--- src/rtl/blackjack_pkg.sv ---
// Shared types for the blackjack round controller: card ranks, FSM states,
// result codes shown on state_btn, and the rank-to-points mapping.
package blackjack_pkg;

    typedef logic [3:0] rank_t;

    typedef enum logic [2:0] {
        ST_IDLE,
        ST_START,
        ST_DEAL,
        ST_PLAYER_TURN,
        ST_PLAYER_DRAW,
        ST_DEALER_DRAW,
        ST_RESOLVE,
        ST_DONE
    } state_e;

    localparam logic [2:0] BTN_IDLE       = 3'd0;
    localparam logic [2:0] BTN_START      = 3'd1;
    localparam logic [2:0] BTN_PLAY       = 3'd2;
    localparam logic [2:0] BTN_PLAYER_WIN = 3'd3;
    localparam logic [2:0] BTN_DEALER_WIN = 3'd4;
    localparam logic [2:0] BTN_DRAW       = 3'd5;

    function automatic logic rank_valid(rank_t r);
        return (r >= 4'd1) && (r <= 4'd13);
    endfunction

    // Aces count as 1 here; the soft +10 is applied per hand.
    function automatic logic [3:0] rank_points(rank_t r);
        if (r == 4'd0 || r > 4'd13) return 4'd0;
        if (r > 4'd10)              return 4'd10;
        return r;
    endfunction

endpackage

--- src/rtl/blackjack_round_ctrl_if.sv ---
// Card source handshake: the controller (master) requests, the source
// (slave) presents a rank with card_valid.
interface blackjack_round_ctrl_if;
    import blackjack_pkg::*;

    logic  card_req;
    logic  card_valid;
    rank_t card_value;

    modport master (output card_req, input card_valid, input card_value);
    modport slave  (input card_req, output card_valid, output card_value);
endinterface

--- src/rtl/blackjack_hand_accum.sv ---
// One hand: card slots filled in order, card count, and ace-aware best total.
// Optional feature: none here (soft-17 handling lives in the top).
module blackjack_hand_accum
    import blackjack_pkg::*;
#(
    parameter int MAX_CARDS  = 9,
    parameter int BUST_LIMIT = 21,
    parameter int TOT_W      = 7
) (
    input  logic                       clk,
    input  logic                       rst_n,
    input  logic                       clr_i,
    input  logic                       wr_i,
    input  rank_t                      card_i,
    output logic [MAX_CARDS-1:0][3:0]  cards_o,
    output logic [3:0]                 count_o,
    output logic [TOT_W-1:0]           total_o,
    output logic                       soft_o
);

    localparam logic [3:0] MAX_C = 4'(MAX_CARDS);

    rank_t      slot_q [MAX_CARDS];
    logic [3:0] count_q;
    logic       take;

    assign take = wr_i && (count_q < MAX_C);

    generate
        for (genvar gi = 0; gi < MAX_CARDS; gi++) begin : g_slot
            always_ff @(posedge clk or negedge rst_n) begin
                if (!rst_n)
                    slot_q[gi] <= '0;
                else if (clr_i)
                    slot_q[gi] <= '0;
                else if (take && count_q == 4'(gi))
                    slot_q[gi] <= card_i;
            end
            assign cards_o[gi] = slot_q[gi];
        end
    endgenerate

    always_ff @(posedge clk or negedge rst_n) begin
        if (!rst_n)
            count_q <= '0;
        else if (clr_i)
            count_q <= '0;
        else if (take)
            count_q <= count_q + 4'd1;
    end

    // The parameter check in the top guarantees sum+10 cannot wrap.
    logic [TOT_W-1:0] sum;
    logic             has_ace;

    always_comb begin
        sum     = '0;
        has_ace = 1'b0;
        for (int i = 0; i < MAX_CARDS; i++) begin
            sum = sum + TOT_W'(rank_points(slot_q[i]));
            if (slot_q[i] == 4'd1) has_ace = 1'b1;
        end
        soft_o  = has_ace && ((sum + TOT_W'(10)) <= TOT_W'(BUST_LIMIT));
        total_o = soft_o ? (sum + TOT_W'(10)) : sum;
    end

    assign count_o = count_q;

endmodule

--- src/rtl/blackjack_round_ctrl.sv ---
// Blackjack round controller: deals, runs the player and dealer turns, and
// resolves the result. Define BJ_SOFT17_HIT_EN to make the dealer hit soft 17.
module blackjack_round_ctrl
    import blackjack_pkg::*;
#(
    parameter int MAX_CARDS    = 9,
    parameter int DEALER_STAND = 17,
    parameter int BUST_LIMIT   = 21,
    parameter int TOT_W        = 7
) (
    input  logic                      clk,
    input  logic                      rst_n,
    input  logic                      start,
    input  logic                      deal,
    input  logic                      hit,
    input  logic                      stand,
    blackjack_round_ctrl_if.master    card_bus,
    output logic [MAX_CARDS-1:0][3:0] player_cards,
    output logic [MAX_CARDS-1:0][3:0] dealer_cards,
    output logic [3:0]                player_count,
    output logic [3:0]                dealer_count,
    output logic [TOT_W-1:0]          player_total,
    output logic [TOT_W-1:0]          dealer_total,
    output logic [2:0]                state_btn,
    output logic                      round_done
);

    generate
        if (MAX_CARDS < 3 || MAX_CARDS > 12) begin : g_bad_max_cards
            $error("MAX_CARDS must be in 3..12");
        end
        if ((2 ** TOT_W) <= (MAX_CARDS * 10 + 10)) begin : g_bad_tot_w
            $error("TOT_W too narrow for MAX_CARDS");
        end
    endgenerate

    localparam logic [3:0]       MAX_C   = 4'(MAX_CARDS);
    localparam logic [TOT_W-1:0] BUST_T  = TOT_W'(BUST_LIMIT);
    localparam logic [TOT_W-1:0] STAND_T = TOT_W'(DEALER_STAND);

    state_e     state_q, state_d;
    logic [1:0] deal_idx_q, deal_idx_d;
    logic       got_q, got_d;
    logic [2:0] result_q, result_d;
    logic       armed_q;

    logic card_req, src_ok, xfer, start_ok, clr;
    logic p_wr, d_wr, p_soft, d_soft, d_low, dealer_wants;
    logic p_bust, d_bust;

    // Blocks any transition on the first edge after reset release.
    always_ff @(posedge clk or negedge rst_n) begin
        if (!rst_n) armed_q <= 1'b0;
        else        armed_q <= 1'b1;
    end

    always_ff @(posedge clk or negedge rst_n) begin
        if (!rst_n) begin
            state_q    <= ST_IDLE;
            deal_idx_q <= '0;
            got_q      <= 1'b0;
            result_q   <= BTN_IDLE;
        end else begin
            state_q    <= state_d;
            deal_idx_q <= deal_idx_d;
            got_q      <= got_d;
            result_q   <= result_d;
        end
    end

    assign start_ok = start && armed_q;
    assign src_ok   = card_bus.card_valid && rank_valid(card_bus.card_value);
    assign xfer     = card_req && src_ok;
    assign clr      = start_ok && (state_q == ST_IDLE || state_q == ST_DONE);

    // Deal order is player, dealer, player: slot 1 of the deal goes to the dealer.
    assign p_wr = xfer && ((state_q == ST_DEAL && deal_idx_q != 2'd1) ||
                           state_q == ST_PLAYER_DRAW);
    assign d_wr = xfer && ((state_q == ST_DEAL && deal_idx_q == 2'd1) ||
                           state_q == ST_DEALER_DRAW);

`ifdef BJ_SOFT17_HIT_EN
    assign d_low = (dealer_total < STAND_T) || (dealer_total == STAND_T && d_soft);
    logic unused_soft;
    assign unused_soft = p_soft;
`else
    assign d_low = dealer_total < STAND_T;
    logic unused_soft;
    assign unused_soft = p_soft | d_soft;
`endif
    assign dealer_wants = d_low && (dealer_count < MAX_C);

    assign p_bust = player_total > BUST_T;
    assign d_bust = dealer_total > BUST_T;

    always_comb begin
        state_d    = state_q;
        deal_idx_d = deal_idx_q;
        got_d      = got_q;
        result_d   = result_q;
        card_req   = 1'b0;
        case (state_q)
            ST_IDLE: if (start_ok) state_d = ST_START;
            ST_START: begin
                if (deal) begin
                    state_d    = ST_DEAL;
                    deal_idx_d = '0;
                end
            end
            ST_DEAL: begin
                if (deal_idx_q != 2'd3) begin
                    card_req = 1'b1;
                    if (src_ok) deal_idx_d = deal_idx_q + 2'd1;
                end else begin
                    state_d = (player_total == BUST_T) ? ST_DEALER_DRAW : ST_PLAYER_TURN;
                end
            end
            ST_PLAYER_TURN: begin
                if (hit) begin
                    state_d = ST_PLAYER_DRAW;
                    got_d   = 1'b0;
                end else if (stand) begin
                    state_d = ST_DEALER_DRAW;
                end
            end
            ST_PLAYER_DRAW: begin
                if (!got_q) begin
                    card_req = 1'b1;
                    if (src_ok) got_d = 1'b1;
                end else if (p_bust) begin
                    state_d = ST_RESOLVE;
                end else if (player_count == MAX_C || player_total == BUST_T) begin
                    state_d = ST_DEALER_DRAW;
                end else begin
                    state_d = ST_PLAYER_TURN;
                end
            end
            ST_DEALER_DRAW: begin
                if (dealer_wants) card_req = 1'b1;
                else              state_d  = ST_RESOLVE;
            end
            ST_RESOLVE: begin
                if (p_bust)                            result_d = BTN_DEALER_WIN;
                else if (d_bust)                       result_d = BTN_PLAYER_WIN;
                else if (player_total > dealer_total)  result_d = BTN_PLAYER_WIN;
                else if (player_total < dealer_total)  result_d = BTN_DEALER_WIN;
                else                                   result_d = BTN_DRAW;
                state_d = ST_DONE;
            end
            ST_DONE: if (start_ok) state_d = ST_START;
            default: state_d = ST_IDLE;
        endcase
    end

    assign card_bus.card_req = card_req;

    always_comb begin
        case (state_q)
            ST_IDLE:  state_btn = BTN_IDLE;
            ST_START: state_btn = BTN_START;
            ST_DONE:  state_btn = result_q;
            default:  state_btn = BTN_PLAY;
        endcase
    end
    assign round_done = (state_q == ST_DONE);

    blackjack_hand_accum #(
        .MAX_CARDS (MAX_CARDS),
        .BUST_LIMIT(BUST_LIMIT),
        .TOT_W     (TOT_W)
    ) u_player (
        .clk    (clk),
        .rst_n  (rst_n),
        .clr_i  (clr),
        .wr_i   (p_wr),
        .card_i (card_bus.card_value),
        .cards_o(player_cards),
        .count_o(player_count),
        .total_o(player_total),
        .soft_o (p_soft)
    );

    blackjack_hand_accum #(
        .MAX_CARDS (MAX_CARDS),
        .BUST_LIMIT(BUST_LIMIT),
        .TOT_W     (TOT_W)
    ) u_dealer (
        .clk    (clk),
        .rst_n  (rst_n),
        .clr_i  (clr),
        .wr_i   (d_wr),
        .card_i (card_bus.card_value),
        .cards_o(dealer_cards),
        .count_o(dealer_count),
        .total_o(dealer_total),
        .soft_o (d_soft)
    );

endmodule

--- src/flat_wrapper.sv ---
// flat-port wrapper written by rule: the top's interface ports become plain ports
module blackjack_round_ctrl_flat import blackjack_pkg::*;
#(
    parameter int MAX_CARDS    = 9,
    parameter int DEALER_STAND = 17,
    parameter int BUST_LIMIT   = 21,
    parameter int TOT_W        = 7
)
  (clk, rst_n, start, deal, hit, stand, player_cards, dealer_cards, player_count, dealer_count, player_total, dealer_total, state_btn, round_done, card_bus_card_req, card_bus_card_valid, card_bus_card_value);
  blackjack_round_ctrl_if card_bus_i ();
  input  logic clk;
  input  logic rst_n;
  input  logic start;
  input  logic deal;
  input  logic hit;
  input  logic stand;
  output logic [MAX_CARDS-1:0][3:0] player_cards;
  output logic [MAX_CARDS-1:0][3:0] dealer_cards;
  output logic [3:0] player_count;
  output logic [3:0] dealer_count;
  output logic [TOT_W-1:0] player_total;
  output logic [TOT_W-1:0] dealer_total;
  output logic [2:0] state_btn;
  output logic round_done;
  output wire logic [$bits(card_bus_i.card_req)-1:0] card_bus_card_req;
  input wire logic [$bits(card_bus_i.card_valid)-1:0] card_bus_card_valid;
  input wire logic [$bits(card_bus_i.card_value)-1:0] card_bus_card_value;
  assign card_bus_card_req = card_bus_i.card_req;
  assign card_bus_i.card_valid = card_bus_card_valid;
  assign card_bus_i.card_value = card_bus_card_value;
  blackjack_round_ctrl #(.MAX_CARDS(MAX_CARDS), .DEALER_STAND(DEALER_STAND), .BUST_LIMIT(BUST_LIMIT), .TOT_W(TOT_W)) u_core (.clk(clk), .rst_n(rst_n), .start(start), .deal(deal), .hit(hit), .stand(stand), .card_bus(card_bus_i), .player_cards(player_cards), .dealer_cards(dealer_cards), .player_count(player_count), .dealer_count(dealer_count), .player_total(player_total), .dealer_total(dealer_total), .state_btn(state_btn), .round_done(round_done));
endmodule
--- config.mk ---
export PLATFORM = sky130hd
export DESIGN_NAME = blackjack_round_ctrl_flat
export DESIGN_NICKNAME = d
export VERILOG_FILES = /design/src/rtl/blackjack_pkg.sv /design/src/rtl/blackjack_round_ctrl_if.sv /design/src/rtl/blackjack_hand_accum.sv /design/src/rtl/blackjack_round_ctrl.sv /design/src/flat_wrapper.sv
export SDC_FILE = /design/constraint.sdc
export NUM_CORES = 1
export LEC_CHECK = 0
export CORE_ASPECT_RATIO = 1.1
export CORE_MARGIN = 2
export CORE_UTILIZATION = 55
export CTS_BUF_LIST = sky130_fd_sc_hd__clkbuf_4 sky130_fd_sc_hd__clkbuf_8
export DETAILED_ROUTE_END_ITERATION = 8
export GPL_ROUTABILITY_DRIVEN = 1
export GPL_TIMING_DRIVEN = 0
export PLACE_DENSITY = 0.84
export RECOVER_POWER = 100
export SETUP_SLACK_MARGIN = 0.3
export SLEW_MARGIN = 30
export SYNTH_ARGS = -nofsm -noshare
export SYNTH_HDL_FRONTEND = slang
export SYNTH_SLANG_ARGS = --single-unit
--- constraint.sdc ---
create_clock -name clk -period 12.6 [get_ports clk]
set_clock_uncertainty 0.1 [all_clocks]
set_input_delay 1.89 -clock clk [delete_from_list [all_inputs] [get_ports clk]]
set_output_delay 1.89 -clock clk [all_outputs]
set_load 0.005 [all_outputs]
==> results of run 1 <==
[layout make-up]
cell class | instances | area [sq um] | share of cell area
clock buffer | 9 | 123.9 | 0.01363
inverter | 87 | 326.6 | 0.03593
multi-input combinational | 622 | 4897 | 0.5387
clock inverter | 7 | 77.57 | 0.008534
tap | 188 | 235.2 | 0.02588
buffer | 23 | 88.84 | 0.009773
sequential | 90 | 2252 | 0.2478
timing repair buffer | 110 | 1089 | 0.1198
[path summary, 6_finish.rpt]
path,startpoint,end,slack [ns],depth (start not counted)
max,u_core.u_dealer.cards_o[7],card_bus_card_req,2.94,21
min,u_core.result_q[1],u_core.result_q[1],0.39,2
max reg2reg,u_core.u_player.cards_o[3],u_core.result_q[2],4.67,26
min reg2reg,u_core.result_q[1],u_core.result_q[1],0.39,2
max in group asynchronous,rst_n,u_core.u_player.cards_o[27],6.91,2
min in group asynchronous,rst_n,u_core.u_dealer.cards_o[18],1.78,1
[power by group]
part           total, uW  switching, uW  internal (uW)
sequential           380           54.2            326
combinational        843            488            355
clock                203            110           93.3
total               1430            652            774
[kinds of logic (layout without fill, tap and decap cells)]
group	count (synthesis)	after routing	share of synthesized area
and+or+nand+nor	300	300	0.2122
DFF	90	90	0.2868
AOI/OAI and AO/OA	109	109	0.09877
adders and majority gates	95	95	0.2011
buffers and inverters	110	236	0.05544
other	1	1	0.0004775
xor gates and xnor gates	37	37	0.04222
muxes	80	80	0.1031
[synthesized netlist by cell type (3+ instances only)]
master	n	share of area
nor4_1	5	0.0040
inv_1	87	0.042
o211ai_1	3	0.0029
nor3_1	11	0.0070
a31o_1	3	0.0033
nand4_1	5	0.0040
nor2b_1	14	0.011
nand4_4	12	0.032
nor2_1	35	0.017
xor2_1	11	0.012
nand3_1	9	0.0057
or2_2	3	0.0024
and2_1	4	0.0032
ha_1	43	0.069
and3_1	4	0.0032
a21boi_0	10	0.0096
xnor2_1	25	0.028
nor4b_1	19	0.021
a21o_1	5	0.0048
o21a_1	7	0.0067
nand2_1	152	0.073
a21oi_1	19	0.012
a211oi_1	4	0.0038
buf_2	3	0.0019
o2111ai_1	3	0.0033
dfrtp_1	90	0.29
a31oi_1	4	0.0032
o21ai_0	30	0.019
fa_1	52	0.13
nand2b_1	14	0.011
clkbuf_1	16	0.0076
o21ai_1	3	0.0019
mux2i_1	76	0.097
[per-stage QoR]
step	utilization	total power, uW	setup WS [ns]	hold slack (ns)
2_1_floorplan	-	991.6	5.361	0.3429
3_3_place_gp	0.6601	1281	4.441	0.3615
3_5_place_dp	0.6622	1311	4.306	0.3672
4_1_cts	0.6767	1517	3.872	0.3878
5_1_grt	0.6536	1549	2.517	0.4389
6_report	0.6536	1426	2.936	0.3862
[state kept, by name, indices dropped and copies added, names as in the netlist]
name,flops
u_core.u_dealer.count_o,4
u_core.deal_idx_q,2
u_core.armed_q,1
u_core.u_dealer.cards_o,36
u_core.state_q,3
u_core.u_player.count_o,4
u_core.result_q,3
u_core.u_player.cards_o,36
u_core.got_q,1
[metal layers]
metal  GRT usage  wire [um]  vias to the layer above
met2      0.4511       9455                      231
met3     0.03433       1219                       29
met4     0.07725        346                        0
met1      0.3766       8776                     3230
li1            -          -                     3017
met5           0          0                        -
[worst min-delay path: stages, from the launching register on]
cell and delay, ns:
dfrtp_1 0.35, nand2_1 0.05, nand2_1 0.06
==> flow_metrics.tcl, run 1 <==
set metrics [dict create \
    syn_nets 928 \
    cts_root_buf "clkbuf_8" \
    overflow 0 \
    grt_max_degree 63 \
    num_rows 45 \
    rsz0062_at_grt "false" \
    design.die.area_sq_um 15250 \
    power_per_cell_area_nw_per_um2 156.9 \
    layout_common_cells "nand2_1 (153), dlygate4sd3_1 (97), dfrtp_1 (90)" \
    place_area_sq_um 9209 \
    tightestPinTransition_ns 3.213 \
    routabilityCongestion 0.8761 \
    worstSetupPathType "flop to output port" \
    synth_flop_cell "dfrtp_1" \
    cp_slowest_cell "a311oi_1" \
    cts_tree "built" \
    crit_path_start_kind "flop" \
    wl_per_cell_um 17.43 \
    ys_ff_latch 90 \
    drc 0 \
    required_ns 10.61 \
    cp_cell_sequence "nand2_1 -> xnor2_1 -> fa_1 -> inv_1 -> fa_1 -> inv_1 -> fa_1 -> fa_1 -> ha_1 -> inv_1 -> fa_1 -> clkbuf_1 -> xor2_1 -> a21oi_1 -> o2111ai_1 -> a211oi_1 -> mux2_4 -> a311oi_1 -> a21o_4 -> clkbuf_1 -> dlygate4sd3_1" \
    path_max_fanout 10 \
    drt_iter0_markers 506 \
    p_leak_uw 0.004792 \
    violations "max-capacitance violations, max-slew violations" \
    vias 6507 \
    grt_usage 0.2708 \
    final_cells 1136 \
    post_cts_buffers 0 \
    clk_pin_slew_ns 0.09 \
    post_synth_instance_area_sq_um 7854 \
    drive_gt1_frac 0.03059 \
    synthArstFlopShare 1.000 \
    ir_worst_vdd_uv 146.7 \
    hold_path_class "flop to flop" \
    fill_cells 1185 \
    cts_buffers 9 \
    max_freq_mhz 103.5 \
    hold_viol 0 \
    cpLargestDelayFamily "adder cells" \
    setup_viol_count_final 0 \
    hold_buffers 0 \
    drv_cap 2 \
    slew_headroom -1.142 \
    synth_edf_count 0 \
    h-tree-depth 3 \
    period_needed_ns 9.664 \
    syn_inst 822 \
    layout.nets 1049 \
    cpPeakStageDelay_ns 0.75 \
    dp.cells 1120 \
    fin_crit_sh 0.7670 \
    wirelength_um 19800 \
    diodes 0 \
    io_buffers 109 \
    clock_sinks 90 \
    setup_tns_ns 0 \
    die_w_um 117.9 \
    final_area_sq_um 9090 \
    grt_antenna_before_repair 0 \
    grt_pass1_vias 6330 \
    dpl.hpwl_um 15640 \
    initial_core_util 0.5647 \
    avgSynthCellArea_sq_um 9.554 \
    yosys_warnings 0 \
    clkLatencyLatePin_ns 0.38 \
    path_buf_inv 6 \
    post_cts_resized 0 \
    core_sq_um 13910 \
    ant_nets 0 \
    status "finished, violations left" \
    endpoint_kind "output port" \
    io-pin-count 110 \
    area_delta_synth_final_pct 15.74 \
    viasPerCell 5.728 \
    final_max_slew_viol_count 93 \
    synth-seq-area-share 0.2868 \
    cts.path.max_buffers 2 \
    cp_common_cell "fa_1" \
    critPathArrivalTime_ns 7.67 \
    ys_types 66 \
    grt_first_pass_wirelength_um 32740 \
    final_common_cell "nand2_1" \
    first_pass_iters 5 \
    die_h_um 129.3 \
]
Note: power is estimated with default switching activity, not from simulation.
==> run 2: changes to the inputs <==
==> constraint.sdc (replaced) <==
create_clock -name clk -period 9.5 [get_ports clk]
set_clock_uncertainty 0.1 [all_clocks]
set_input_delay 1.425 -clock clk [delete_from_list [all_inputs] [get_ports clk]]
set_output_delay 1.425 -clock clk [all_outputs]
set_load 0.005 [all_outputs]
==> run 2 against run 1 <==
- routed wire length barely moved
- clock power rose by 33%
- die area stayed put
- clock-buffer cell count is the same
- cell count stayed put
- worst setup slack got worse by 2.1 ns
- first-iteration DRC count grew 0.79%
- the run still ends with max-capacitance violations, max-slew violations left
- combinational power grew 34%
- highest routed layer unchanged
- worst hold slack is essentially flat
- power grew 34%
- critical path type unchanged
- core utilization rose by 0.17 points
- critical path depth did not move
==> flow_metrics.tcl, run 2 (synthesized netlist as in run 1, its figures left out) <==
set metrics [dict create \
    hold_viol 0 \
    fill_cells 1182 \
    area_delta_synth_final_pct 16.04 \
    tightestPinTransition_ns 3.237 \
    first_pass_iters 5 \
    clk_pin_slew_ns 0.09 \
    routabilityCongestion 0.8761 \
    crit_path_start_kind "flop" \
    setup_viol_count_final 0 \
    grt_usage 0.2708 \
    io-pin-count 110 \
    setup_tns_ns 0 \
    final_common_cell "nand2_1" \
    fin_ws_ns 0.8632 \
    wirelength_um 19790 \
    layout.nets 1049 \
    initial_core_util 0.5647 \
    layout_common_cells "nand2_1 (153), dlygate4sd3_1 (98), dfrtp_1 (90)" \
    seq_area_sq_um 2252 \
    diodes 0 \
    status "finished, violations left" \
    power_per_cell_area_nw_per_um2 209.4 \
    cp_slowest_cell "a311oi_1" \
    worstSetupPathType "flop to output port" \
    p_leak_uw 0.004803 \
    cpLargestDelayFamily "adder cells" \
    hold_path_class "flop to flop" \
    multi_input_area_sq_um 4912 \
    period_needed_ns 8.637 \
    critPathArrivalTime_ns 7.11 \
    violations "max-capacitance violations, max-slew violations" \
    grt_max_degree 63 \
    ant_nets 0 \
    endpoint_kind "output port" \
    clkLatencyLatePin_ns 0.38 \
    grt_first_pass_wirelength_um 32740 \
    h-tree-depth 3 \
    die_w_um 117.9 \
    overflow 0 \
    cts.path.max_buffers 2 \
    hold_buffers 0 \
    cp_common_cell "fa_1" \
    pre_cts_ws_ns 1.671 \
    required_ns 7.98 \
    die_h_um 129.3 \
    path_buf_inv 6 \
    rsz0062_at_grt "false" \
    drv_cap 2 \
    io_buffers 109 \
    slew_headroom -1.158 \
    dp.cells 1120 \
    max_freq_mhz 115.8 \
    drive_gt1_frac 0.03481 \
    path_max_fanout 10 \
    post_cts_buffers 0 \
    final_cells 1136 \
    viasPerCell 5.713 \
    drc 0 \
    num_rows 45 \
    post_cts_resized 0 \
    grt_pass1_vias 6330 \
    final_max_slew_viol_count 93 \
    ir_worst_vdd_uv 194.3 \
    grt_antenna_before_repair 0 \
    cpPeakStageDelay_ns 0.76 \
    design.die.area_sq_um 15250 \
    cp_cell_sequence "nand2_1 -> xnor2_1 -> fa_1 -> inv_1 -> fa_1 -> inv_1 -> fa_1 -> fa_1 -> ha_1 -> inv_1 -> fa_1 -> buf_2 -> xor2_1 -> a21oi_1 -> o2111ai_1 -> a211oi_4 -> mux2_1 -> a311oi_1 -> a21o_4 -> buf_6 -> dlygate4sd3_1" \
    dpl.hpwl_um 15640 \
    cts_tree "built" \
    cts_buffers 9 \
    vias 6490 \
    wl_per_cell_um 17.42 \
    clock_sinks 90 \
    fin_crit_sh 0.9091 \
    cts_root_buf "clkbuf_8" \
    drt_iter0_markers 510 \
    core_sq_um 13910 \
]
run 2: layout make-up:
type                            instances  share of cell area
Buffer                                 23             0.01071
Clock buffer                            9             0.01359
Clock inverter                          7            0.008512
Inverter                               87             0.03583
Multi-Input combinational cell        622              0.5390
Sequential cell                        90              0.2471
Tap cell                              188             0.02581
Timing Repair Buffer                  110              0.1194
run 2: final timing paths:
check,cells after the start,startpoint,slack [ns],endpoint
worst max-delay path,21,u_core.u_dealer.cards_o[7],0.86,card_bus_card_req
worst min-delay path,2,u_core.result_q[1],0.39,u_core.result_q[1]
worst max register to register,26,u_core.u_player.cards_o[3],1.56,u_core.result_q[2]
min in group asynchronous,1,rst_n,1.31,u_core.u_dealer.cards_o[18]
max in group asynchronous,2,rst_n,4.26,u_core.u_player.cards_o[27]
worst min register to register,2,u_core.result_q[1],0.39,u_core.result_q[1]
run 2: through the flow:
stage / util / total power (uW) / cell area, sq um / hold slack [ns]
3_5_place_dp: 0.6622 / 1739 / 9209 / 0.3672
5_1_grt: 0.6553 / 2071 / 9114 / 0.4389
3_3_place_gp: 0.6601 / 1699 / 9180 / 0.3615
6_report: 0.6553 / 1908 / 9114 / 0.3865
4_1_cts: 0.6767 / 2012 / 9410 / 0.3878
2_1_floorplan: - / 1315 / 7854 / 0.3429
run 2: power breakdown:
group          switching [uW]  leakage [uW]  total [uW]  internal [uW]
sequential               71.5       0.00123         504            432
clock                     147      0.000100         271            124
combinational             653       0.00347        1130            480
run 2: worst reg2reg max path: cells and delay by family, from the launching register on:
kind,cells,cell delay (ns)
adder cells (fa/ha/maj),7,3.25
AND/OR/NAND/NOR,3,0.42
AO/OA/AOI/OAI,11,3.04
XOR/XNOR,2,0.41
buffers and inverters,3,0.16
flip-flops,1,0.47
run 2: routing by layer:
metal	vias up	GRT usage	share of wire	routed length, um
li1	3011	-	-	-
met1	3216	0.3766	0.44	8709
met2	233	0.4511	0.48	9458
met3	30	0.03433	0.063	1246
met4	0	0.07725	0.019	376
met5	-	0	0	0
